<file path="src/rtl/fsm_ctrl_param.sv">
// fsm_ctrl_param: switch control FSM (RESET/INIT/IDLE/ACTIVE/ERROR) for NUM_FIFOS FIFOs.
// Latches per-FIFO thresholds in INIT, reports idle/active from FIFO empty flags, and
// captures FIFO errors into a sticky vector.
// Optional feature macro: FSM_ERR_AUTOCLR_EN -- leave ERROR after ERR_CLR_CYC clean cycles.
module fsm_ctrl_param #(
  parameter int unsigned NUM_FIFOS   = 5,
  parameter int unsigned TH_W        = 4,
  parameter int unsigned ERR_CLR_CYC = 4
) (
  input  logic                      clk,
  input  logic                      reset,
  input  logic                      init,
  input  logic [NUM_FIFOS*TH_W-1:0] umbral_in,
  input  logic [NUM_FIFOS-1:0]      FIFO_empty,
  input  logic [NUM_FIFOS-1:0]      FIFO_error,
  output logic [NUM_FIFOS*TH_W-1:0] umbrales_I,
  output logic                      active,
  output logic                      idle,
  output logic [NUM_FIFOS-1:0]      error,
  output logic [2:0]                state
);

  localparam int unsigned TOT_W = NUM_FIFOS * TH_W;

  typedef enum logic [2:0] {
    S_RESET  = 3'd0,
    S_INIT   = 3'd1,
    S_IDLE   = 3'd2,
    S_ACTIVE = 3'd3,
    S_ERROR  = 3'd4
  } state_t;

  // A zero clear count would make the auto-clear counter meaningless.
  if (ERR_CLR_CYC == 0) begin : g_bad_cfg
    $error("ERR_CLR_CYC must be at least 1");
  end

  state_t               r_state;
  state_t               w_state_nxt;
  logic [TOT_W-1:0]     r_umbr;
  logic [TOT_W-1:0]     w_umbr_nxt;
  logic [NUM_FIFOS-1:0] r_error;
  logic [NUM_FIFOS-1:0] w_error_nxt;
  logic                 r_active;
  logic                 r_idle;
  logic                 w_any_err;
  logic                 w_all_empty;

`ifdef FSM_ERR_AUTOCLR_EN
  localparam int unsigned CNT_W = $clog2(ERR_CLR_CYC) + 1;
  localparam logic [CNT_W-1:0] CNT_MAX = CNT_W'(ERR_CLR_CYC - 1);

  logic [CNT_W-1:0] r_err_cnt;
  logic [CNT_W-1:0] w_err_cnt_nxt;
`endif

  assign w_any_err   = |FIFO_error;
  assign w_all_empty = &FIFO_empty;

  // Next-state, threshold and error-vector computation.
  always_comb begin
    w_state_nxt = r_state;
    w_umbr_nxt  = r_umbr;
    w_error_nxt = r_error;
`ifdef FSM_ERR_AUTOCLR_EN
    w_err_cnt_nxt = r_err_cnt;
`endif
    case (r_state)
      S_RESET: w_state_nxt = S_INIT;
      S_INIT: begin
        w_umbr_nxt  = umbral_in;
        w_state_nxt = init ? S_INIT : S_IDLE;
      end
      S_IDLE, S_ACTIVE: begin
        if (w_any_err) begin
          w_state_nxt = S_ERROR;
          w_error_nxt = FIFO_error;
`ifdef FSM_ERR_AUTOCLR_EN
          w_err_cnt_nxt = '0;
`endif
        end else if (init) begin
          w_state_nxt = S_INIT;
        end else if (r_state == S_IDLE && !w_all_empty) begin
          w_state_nxt = S_ACTIVE;
        end else if (r_state == S_ACTIVE && w_all_empty) begin
          w_state_nxt = S_IDLE;
        end
      end
      S_ERROR: begin
`ifdef FSM_ERR_AUTOCLR_EN
        if (w_any_err) begin
          w_error_nxt   = r_error | FIFO_error;
          w_err_cnt_nxt = '0;
        end else if (r_err_cnt >= CNT_MAX) begin
          w_state_nxt   = S_IDLE;
          w_error_nxt   = '0;
          w_err_cnt_nxt = '0;
        end else begin
          w_err_cnt_nxt = r_err_cnt + CNT_W'(1);
        end
`else
        w_error_nxt = r_error | FIFO_error;
`endif
      end
      default: w_state_nxt = S_RESET;
    endcase
  end

  // State and output registers; active/idle track the next state so they align with state.
  always_ff @(posedge clk or posedge reset) begin
    if (reset) begin
      r_state  <= S_RESET;
      r_umbr   <= '0;
      r_error  <= '0;
      r_active <= 1'b0;
      r_idle   <= 1'b0;
    end else begin
      r_state  <= w_state_nxt;
      r_umbr   <= w_umbr_nxt;
      r_error  <= w_error_nxt;
      r_active <= (w_state_nxt == S_ACTIVE);
      r_idle   <= (w_state_nxt == S_IDLE);
    end
  end

`ifdef FSM_ERR_AUTOCLR_EN
  // Consecutive error-free cycle counter used while in ERROR.
  always_ff @(posedge clk or posedge reset) begin
    if (reset) begin
      r_err_cnt <= '0;
    end else begin
      r_err_cnt <= w_err_cnt_nxt;
    end
  end
`endif

  assign umbrales_I = r_umbr;
  assign error      = r_error;
  assign active     = r_active;
  assign idle       = r_idle;
  assign state      = r_state;

endmodule

</file>
<file path="config.mk">
export PLATFORM = sky130hd
export DESIGN_NAME = fsm_ctrl_param
export DESIGN_NICKNAME = d
export VERILOG_FILES = /design/src/rtl/fsm_ctrl_param.sv
export SDC_FILE = /design/constraint.sdc
export NUM_CORES = 1
export LEC_CHECK = 0
export BUFFER_PORTS_ARGS = -buffer_cell sky130_fd_sc_hd__clkbuf_2
export CAP_MARGIN = 30
export CORE_MARGIN = 2
export CORE_UTILIZATION = 25
export CTS_CLUSTER_SIZE = 40
export DETAILED_ROUTE_END_ITERATION = 7
export GPL_TIMING_DRIVEN = 0
export MAX_ROUTING_LAYER = met4
export PLACE_DENSITY_LB_ADDON = 0.15
export SYNTH_ARGS = -nofsm -noshare
export SYNTH_HDL_FRONTEND = slang
export SYNTH_SLANG_ARGS = --single-unit
</file>
<file path="constraint.sdc">
create_clock -name clk -period 1.2 [get_ports clk]
set_input_delay 0.36 -clock clk [delete_from_list [all_inputs] [get_ports clk]]
set_output_delay 0.36 -clock clk [all_outputs]
set_load 0.1 [all_outputs]
</file>
==> results of run 1 <==
-- registers in the layout (all words and copies together) (netlist names) --
| signal | cells |
|---|---|
| active | 1 |
| error | 5 |
| idle | 1 |
| state | 3 |
| umbrales_I | 20 |
-- logic make-up (layout without fill, tap and decap cells) --
kind of cell,Yosys count,count (layout),synth area share [%]
simple gates,23,23,9.738
mux,20,20,17.53
buf+inv,7,84,3.797
flops,30,30,58.42
compound gates,16,16,10.52
-- path summary, 6_finish.rpt --
| kind | from | end |
|---|---|---|
| worst max register to register | state[2]$_DFF_PP0_ | idle$_DFF_PP0_ |
| worst min register to register | umbrales_I[12]$_DFFE_PP0N_ | umbrales_I[12]$_DFFE_PP0N_ |
| worst min-delay path | reset | umbrales_I[1]$_DFFE_PP0N_ |
| max in group asynchronous | reset | state[1]$_DFF_PP0_ |
| worst max-delay path | state[2]$_DFF_PP0_ | idle$_DFF_PP0_ |
| min in group clk | umbral_in[1] | umbrales_I[1]$_DFFE_PP0N_ |
-- synth_stat cells --
| master | n |
|---|---|
| a221oi_1 | 1 |
| and2b_1 | 1 |
| a21bo_2 | 1 |
| a211oi_1 | 1 |
| nand3_1 | 1 |
| o21ai_0 | 1 |
| nor2_2 | 1 |
| o211ai_1 | 1 |
| a221o_1 | 5 |
| buf_4 | 1 |
| nor3b_1 | 1 |
| or4_1 | 1 |
| mux2_1 | 20 |
| nor2_1 | 3 |
| nand2b_4 | 1 |
| nor3_2 | 1 |
| o31ai_1 | 5 |
| inv_1 | 1 |
| nand2_1 | 11 |
| nand4_1 | 1 |
| dfrtp_1 | 30 |
| nand2b_2 | 1 |
| buf_6 | 2 |
| o32ai_1 | 1 |
| buf_2 | 3 |
-- repair_timing --
| item | in CTS | in global routing |
|---|---|---|
| endpoints found under the setup margin | 57 | 58 |
| setup buffers | 5 | 1 |
| gates resized for setup | 70 | 44 |
| pin swaps | 0 | 0 |
-- cell type report --
type,instances,area [µm²],share of cell area (%)
Timing Repair Buffer,69,849.6,35.87
Sequential cell,30,770.7,32.54
Multi-Input combinational cell,59,508.0,21.45
Tap cell,70,87.58,3.698
Clock buffer,7,86.33,3.645
Buffer,6,57.56,2.430
Clock inverter,1,5.005,0.2113
Inverter,1,3.754,0.1585
-- cell usage in the layout (no fill, tap or decap) --
master     netlist  routed
mux2_1          20      20
nand2b_4         1       2
a21bo_2          1       1
buf_8            0       2
clkbuf_1         0       1
clkinv_2         0       1
dfrtp_4          0       3
and2b_2          0       1
nand4_1          1       1
o31ai_1          5       5
nand3_1          1       1
clkbuf_16        0       8
buf_4            1       7
buf_6            2       4
a221oi_2         0       1
clkbuf_2         0      32
nand2_1         11      11
dfrtp_2          0       7
o21ai_0          1       1
nor3b_2          0       1
a211oi_1         1       1
o211ai_1         1       1
buf_12           0      20
nor2_1           3       3
nor2_4           0       1
a221o_1          5       5
o32ai_1          1       1
nor3_2           1       1
dfrtp_1         30      20
inv_1            1       1
clkbuf_8         0       7
or4_1            1       1
buf_2            3       1
-- layer usage --
metal,up-vias,wire length (µm),track usage [%]
li1,503,-,-
met1,529,1313,13.34
met2,54,1725,20.68
met3,2,289,5.159
met4,0,17,4.483
met5,-,0,-
-- metrics by stage --
step | utilization (%) | area (µm²) | TNS, ps | cells
finish | 46.97 | 2369 | -5579 | 243
global route | 46.97 | 2369 | -7807 | 243
CTS | 44.07 | 2222 | -6658 | 242
detailed placement | 34.47 | 1738 | -4785 | 229
global placement | 34.17 | 1723 | -11230 | 228
floorplan | - | 1325 | -9006 | 96
==> impl_metrics.csv, run 1 <==
group,metric,value,unit
run_status,outcome,"finished, violations left",
setup_path,crit_arrival,1570,ps
setup_path,start_kind,"register",
global_route,antenna_found_initial,0,
synthesis,synthTopCellsByArea,"dfrtp_1, mux2_1, a221o_1",
timing,relSlewSlack,56.36,%
timing,hold_viol,0,
setup_path,critPathCaptureType,"register",
setup_path,slowest_stage,"or4_1",
timing,holdWs,159.6,ps
placement,place_ws,-212.2,ps
synthesis,synth_top_area_share,58.42,%
setup_path,path_cells,"buf_6 > or4_1 > o32ai_1",
clock_network,cts_buffers,5,
final_layout,antenna_cells,0,
global_route,grt_util_all_layers,12.45,%
clock_network,cts_hold_buf,0,
drt,drc,0,
placement,portBuffers,62,
floorplan,die_h,75.70,µm
timing,finClkSkew,1.389,ps
synthesis,netlist_instances,96,
global_route,first_global_vias,1063,
timing,fin_ws,-209.2,ps
clock_network,clkLatencyLatePin,270,ps
floorplan,num_rows,26,
synthesis,synth-seq-area-share,58.42,%
drt,drt-pass1-iter-count,4,
clock_network,cts.sinks,30,
clock_network,h-tree-depth,2,
clock_network,path_clk_slew,60,ps
placement,dp_hpwl,2.400,mm
drt,routedWlPerCell,13.77,µm
drt,drtIter0Drc,23,
timing,worst_slew_pin_slew,653.8,ps
drt,viasPerCell,4.477,
floorplan,start_util,25.48,%
timing,rsz0062_at_grt,"true",
final_layout,syn_to_final_growth,84.32,%
final_layout,fillers,471,
final_layout,drive_gt1_share,57.80,%
setup_path,critPathKind,"register to register",
global_route,grt_pass1_wl,5.030,mm
synthesis,yosys_warnings,0,
floorplan,coreArea,5042,µm²
global_route,grt_start_max_net_pins,18,
setup_path,cp_data_required_time,1360,ps
synthesis,synth_seq_cells,30,
drt,ant_nets,0,
placement,gp_congestion,0.8418,
drt,vias,1088,
setup_path,cp_top_family,"simple AND/OR/NAND/NOR gates",
global_route,grt_remaining_overflow,0,
setup_path,worstRegToRegCells,3,
setup_path,cp_max_fo,9,
setup_path,cp.depth,3,
floorplan,ios,63,
timing,fin_crit_sh,117.4,%
worst_hold_path,hp-class,"input port to asynchronous set/reset pin",
timing,drv_slew,0,
synthesis,synth_fp_nets,129,
timing,finalSetupViolations,57,
floorplan,die-area,5730,µm²
setup_path,path_buf_inv,1,
run_status,violations,"negative setup slack",
floorplan,die_w,75.70,µm
final_layout,nNetsFinal,205,
timing,layout_min_cycle_time,1409,ps
clock_network,clockBufferDepth,2,
setup_path,rrSetupSlack,-210,ps
synthesis,syn_avg_cell_area,13.39,µm²
synthesis,synth_cell_types,25,
drt,postRouteWirelength,3.346,mm
setup_path,cpPeakStageDelay,510,ps
synthesis,synthesis.area,1285,µm²
clock_network,cts_tree,"yes",
clock_network,cts_root_buf,"clkbuf_8",
job,maxCapViolations,0,
synthesis,synth_top_cell_by_area,"dfrtp_1",
timing,fmax,709.6,MHz
Power of run 1 is not shown: default switching activity piles up to over one toggle a cycle in this logic, so the estimate is an artifact.
==> inputs of run 2 (changes only) <==
--- a/config.mk
+++ b/config.mk
@@ -9,11 +9,11 @@
 export CAP_MARGIN = 30
 export CORE_MARGIN = 2
 export CORE_UTILIZATION = 25
+export CTS_CLUSTER_DIAMETER = 40
 export CTS_CLUSTER_SIZE = 40
 export DETAILED_ROUTE_END_ITERATION = 7
 export GPL_TIMING_DRIVEN = 0
 export MAX_ROUTING_LAYER = met4
-export PLACE_DENSITY_LB_ADDON = 0.15
 export SYNTH_ARGS = -nofsm -noshare
 export SYNTH_HDL_FRONTEND = slang
 export SYNTH_SLANG_ARGS = --single-unit
==> impl_metrics.csv, run 2 (synthesized netlist as in run 1, its figures left out) <==
group,metric,value,unit
run_status,outcome,"finished, violations left",
run_status,violations,"negative setup slack",
drt,drtIter0Drc,33,
job,maxCapViolations,0,
setup_path,cpPeakStageDelay,490,ps
drt,drc,0,
timing,hold_viol,0,
setup_path,slowest_stage,"dfrtp_4",
timing,fmax,705.1,MHz
final_layout,final_cell_mix,"clkbuf_2, dfrtp_1, buf_12",
placement,placed_cells,229,
clock_network,cts_buffers,5,
setup_path,critPathKind,"register to register",
setup_path,start_kind,"register",
clock_network,cts_tree,"yes",
timing,fin_ws,-218.2,ps
floorplan,die-area,5730,µm²
setup_path,path_cells,"buf_6 > buf_4 > buf_4 > nand2_2 > o31ai_1 > a221o_1",
timing,worst_slew_pin_slew,494.1,ps
timing,relSlewSlack,67.03,%
floorplan,die_h,75.70,µm
timing,finClkSkew,3.770,ps
clock_network,cts_root_buf,"clkbuf_8",
global_route,grt_start_max_net_pins,21,
setup_path,cp_max_fo,6,
worst_hold_path,hp-class,"input port to asynchronous set/reset pin",
clock_network,cts_hold_buf,0,
drt,viasPerCell,4.384,
setup_path,critPathCapture,"error[4]$_DFFE_PP0P_",
setup_path,crit_arrival,1570,ps
clock_network,h-tree-depth,2,
timing,drv_slew,0,
final_layout,syn_to_final_growth,88.71,%
setup_path,cp_data_required_time,1350,ps
setup_path,cp.depth,6,
timing,finalSetupViolations,57,
global_route,antenna_found_initial,0,
final_layout,drive_gt1_share,61.14,%
timing,fin_crit_sh,118.2,%
floorplan,num_rows,26,
floorplan,start_util,25.48,%
setup_path,worstRegToRegCells,6,
placement,portBuffers,62,
floorplan,ios,63,
setup_path,worstReg2RegStart,"state[2]$_DFF_PP0_",
setup_path,worstReg2RegEnd,"error[4]$_DFFE_PP0P_",
setup_path,startpoint,"state[2]$_DFF_PP0_",
timing,rsz0062_at_grt,"true",
final_layout,antenna_cells,0,
placement,gp_congestion,0.7245,
clock_network,cts.sinks,30,
final_layout,utilization,48.09,%
clock_network,clkLatencyLatePin,270,ps
global_route,grt_pass1_wl,5.106,mm
placement,dp_hpwl,2.071,mm
final_layout,final_common_cell,"clkbuf_2",
floorplan,die_w,75.70,µm
drt,drt-pass1-iter-count,4,
clock_network,clockBufferDepth,2,
setup_path,cp_top_family,"flip-flops",
clock_network,path_clk_slew,60,ps
drt,vias,1074,
final_layout,nNetsFinal,207,
drt,routedWlPerCell,13.36,µm
setup_path,rrSetupSlack,-220,ps
drt,ant_nets,0,
final_layout,largest_reg_flops,20,
setup_path,cp_common_cell,"buf_4",
drt,postRouteWirelength,3.273,mm
global_route,grt_remaining_overflow,0,
timing,layout_min_cycle_time,1418,ps
floorplan,coreArea,5042,µm²
final_layout,stdcell_count,245,
setup_path,critPathCaptureType,"register",
global_route,first_global_vias,1081,
setup_path,path_buf_inv,3,
global_route,grt_util_all_layers,12.24,%
## run 2: changes by cell type in the layout (fill, tap and decap cells not counted), sizes merged
cell | before | now
buf | 34 | 35
clkbuf | 48 | 49
## run 2: area by class of cell
class	count	area [µm²]
Buffer	6	62.56
Multi-Input combinational cell	59	526.8
Timing Repair Buffer	71	882.1
Clock buffer	7	86.33
Tap cell	70	87.58
Fill cell	448	2618
Inverter	1	3.754
Sequential cell	30	770.7
Clock inverter	1	5.005
## run 2: how the worst min path moves through the flow
stage | startpoint | to | slack [ps] | cells after the start
floorplan | init | state[1]$_DFF_PP0_ | 420 | 1
global placement | umbrales_I[7]$_DFFE_PP0N_ | umbrales_I[7]$_DFFE_PP0N_ | 470 | 1
detailed placement | reset | umbrales_I[7]$_DFFE_PP0N_ | 400 | 2
CTS | reset | umbrales_I[0]$_DFFE_PP0N_ | 100 | 2
global route | reset | umbrales_I[7]$_DFFE_PP0N_ | 130 | 2
finish | reset | umbrales_I[0]$_DFFE_PP0N_ | 90 | 2
## run 2: per-layer routing
metal | wire, µm | share of wire (%) | vias up | track usage, %
met4 | 0 | 0 | 0 | 3.314
met2 | 1703 | 52 | 52 | 17.49
met5 | 0 | 0 | - | -
met3 | 196 | 6.0 | 0 | 4.497
met1 | 1373 | 42 | 517 | 16.38
li1 | - | - | 505 | -
## run 2: what timing repair did
item,CTS,global route
gates resized for setup,72,46
buffers inserted,7,1
pin swaps,1,2
setup endpoints to repair,57,59
cloned,0,0
## run 2: worst reg2reg max path, cell delays in order (launching register included)
cell	delay (ps)
dfrtp_4	490
buf_6	150
buf_4	140
buf_4	140
nand2_2	50
o31ai_1	70
a221o_1	270
## run 2: stage by stage
stage               worst slack, ps  hold WS (ps)  cell area, µm²  TNS, ps
detailed placement           -232.3         400.3            1750    -4346
global route                 -258.4         133.7            2425    -8401
finish                       -218.2         86.86            2425    -5969
global placement             -461.1         468.3            1723   -14270
CTS                          -203.1         99.94            2271    -6777
floorplan                    -311.7         423.1            1325    -9006
Power of run 2 is left out for the same reason.
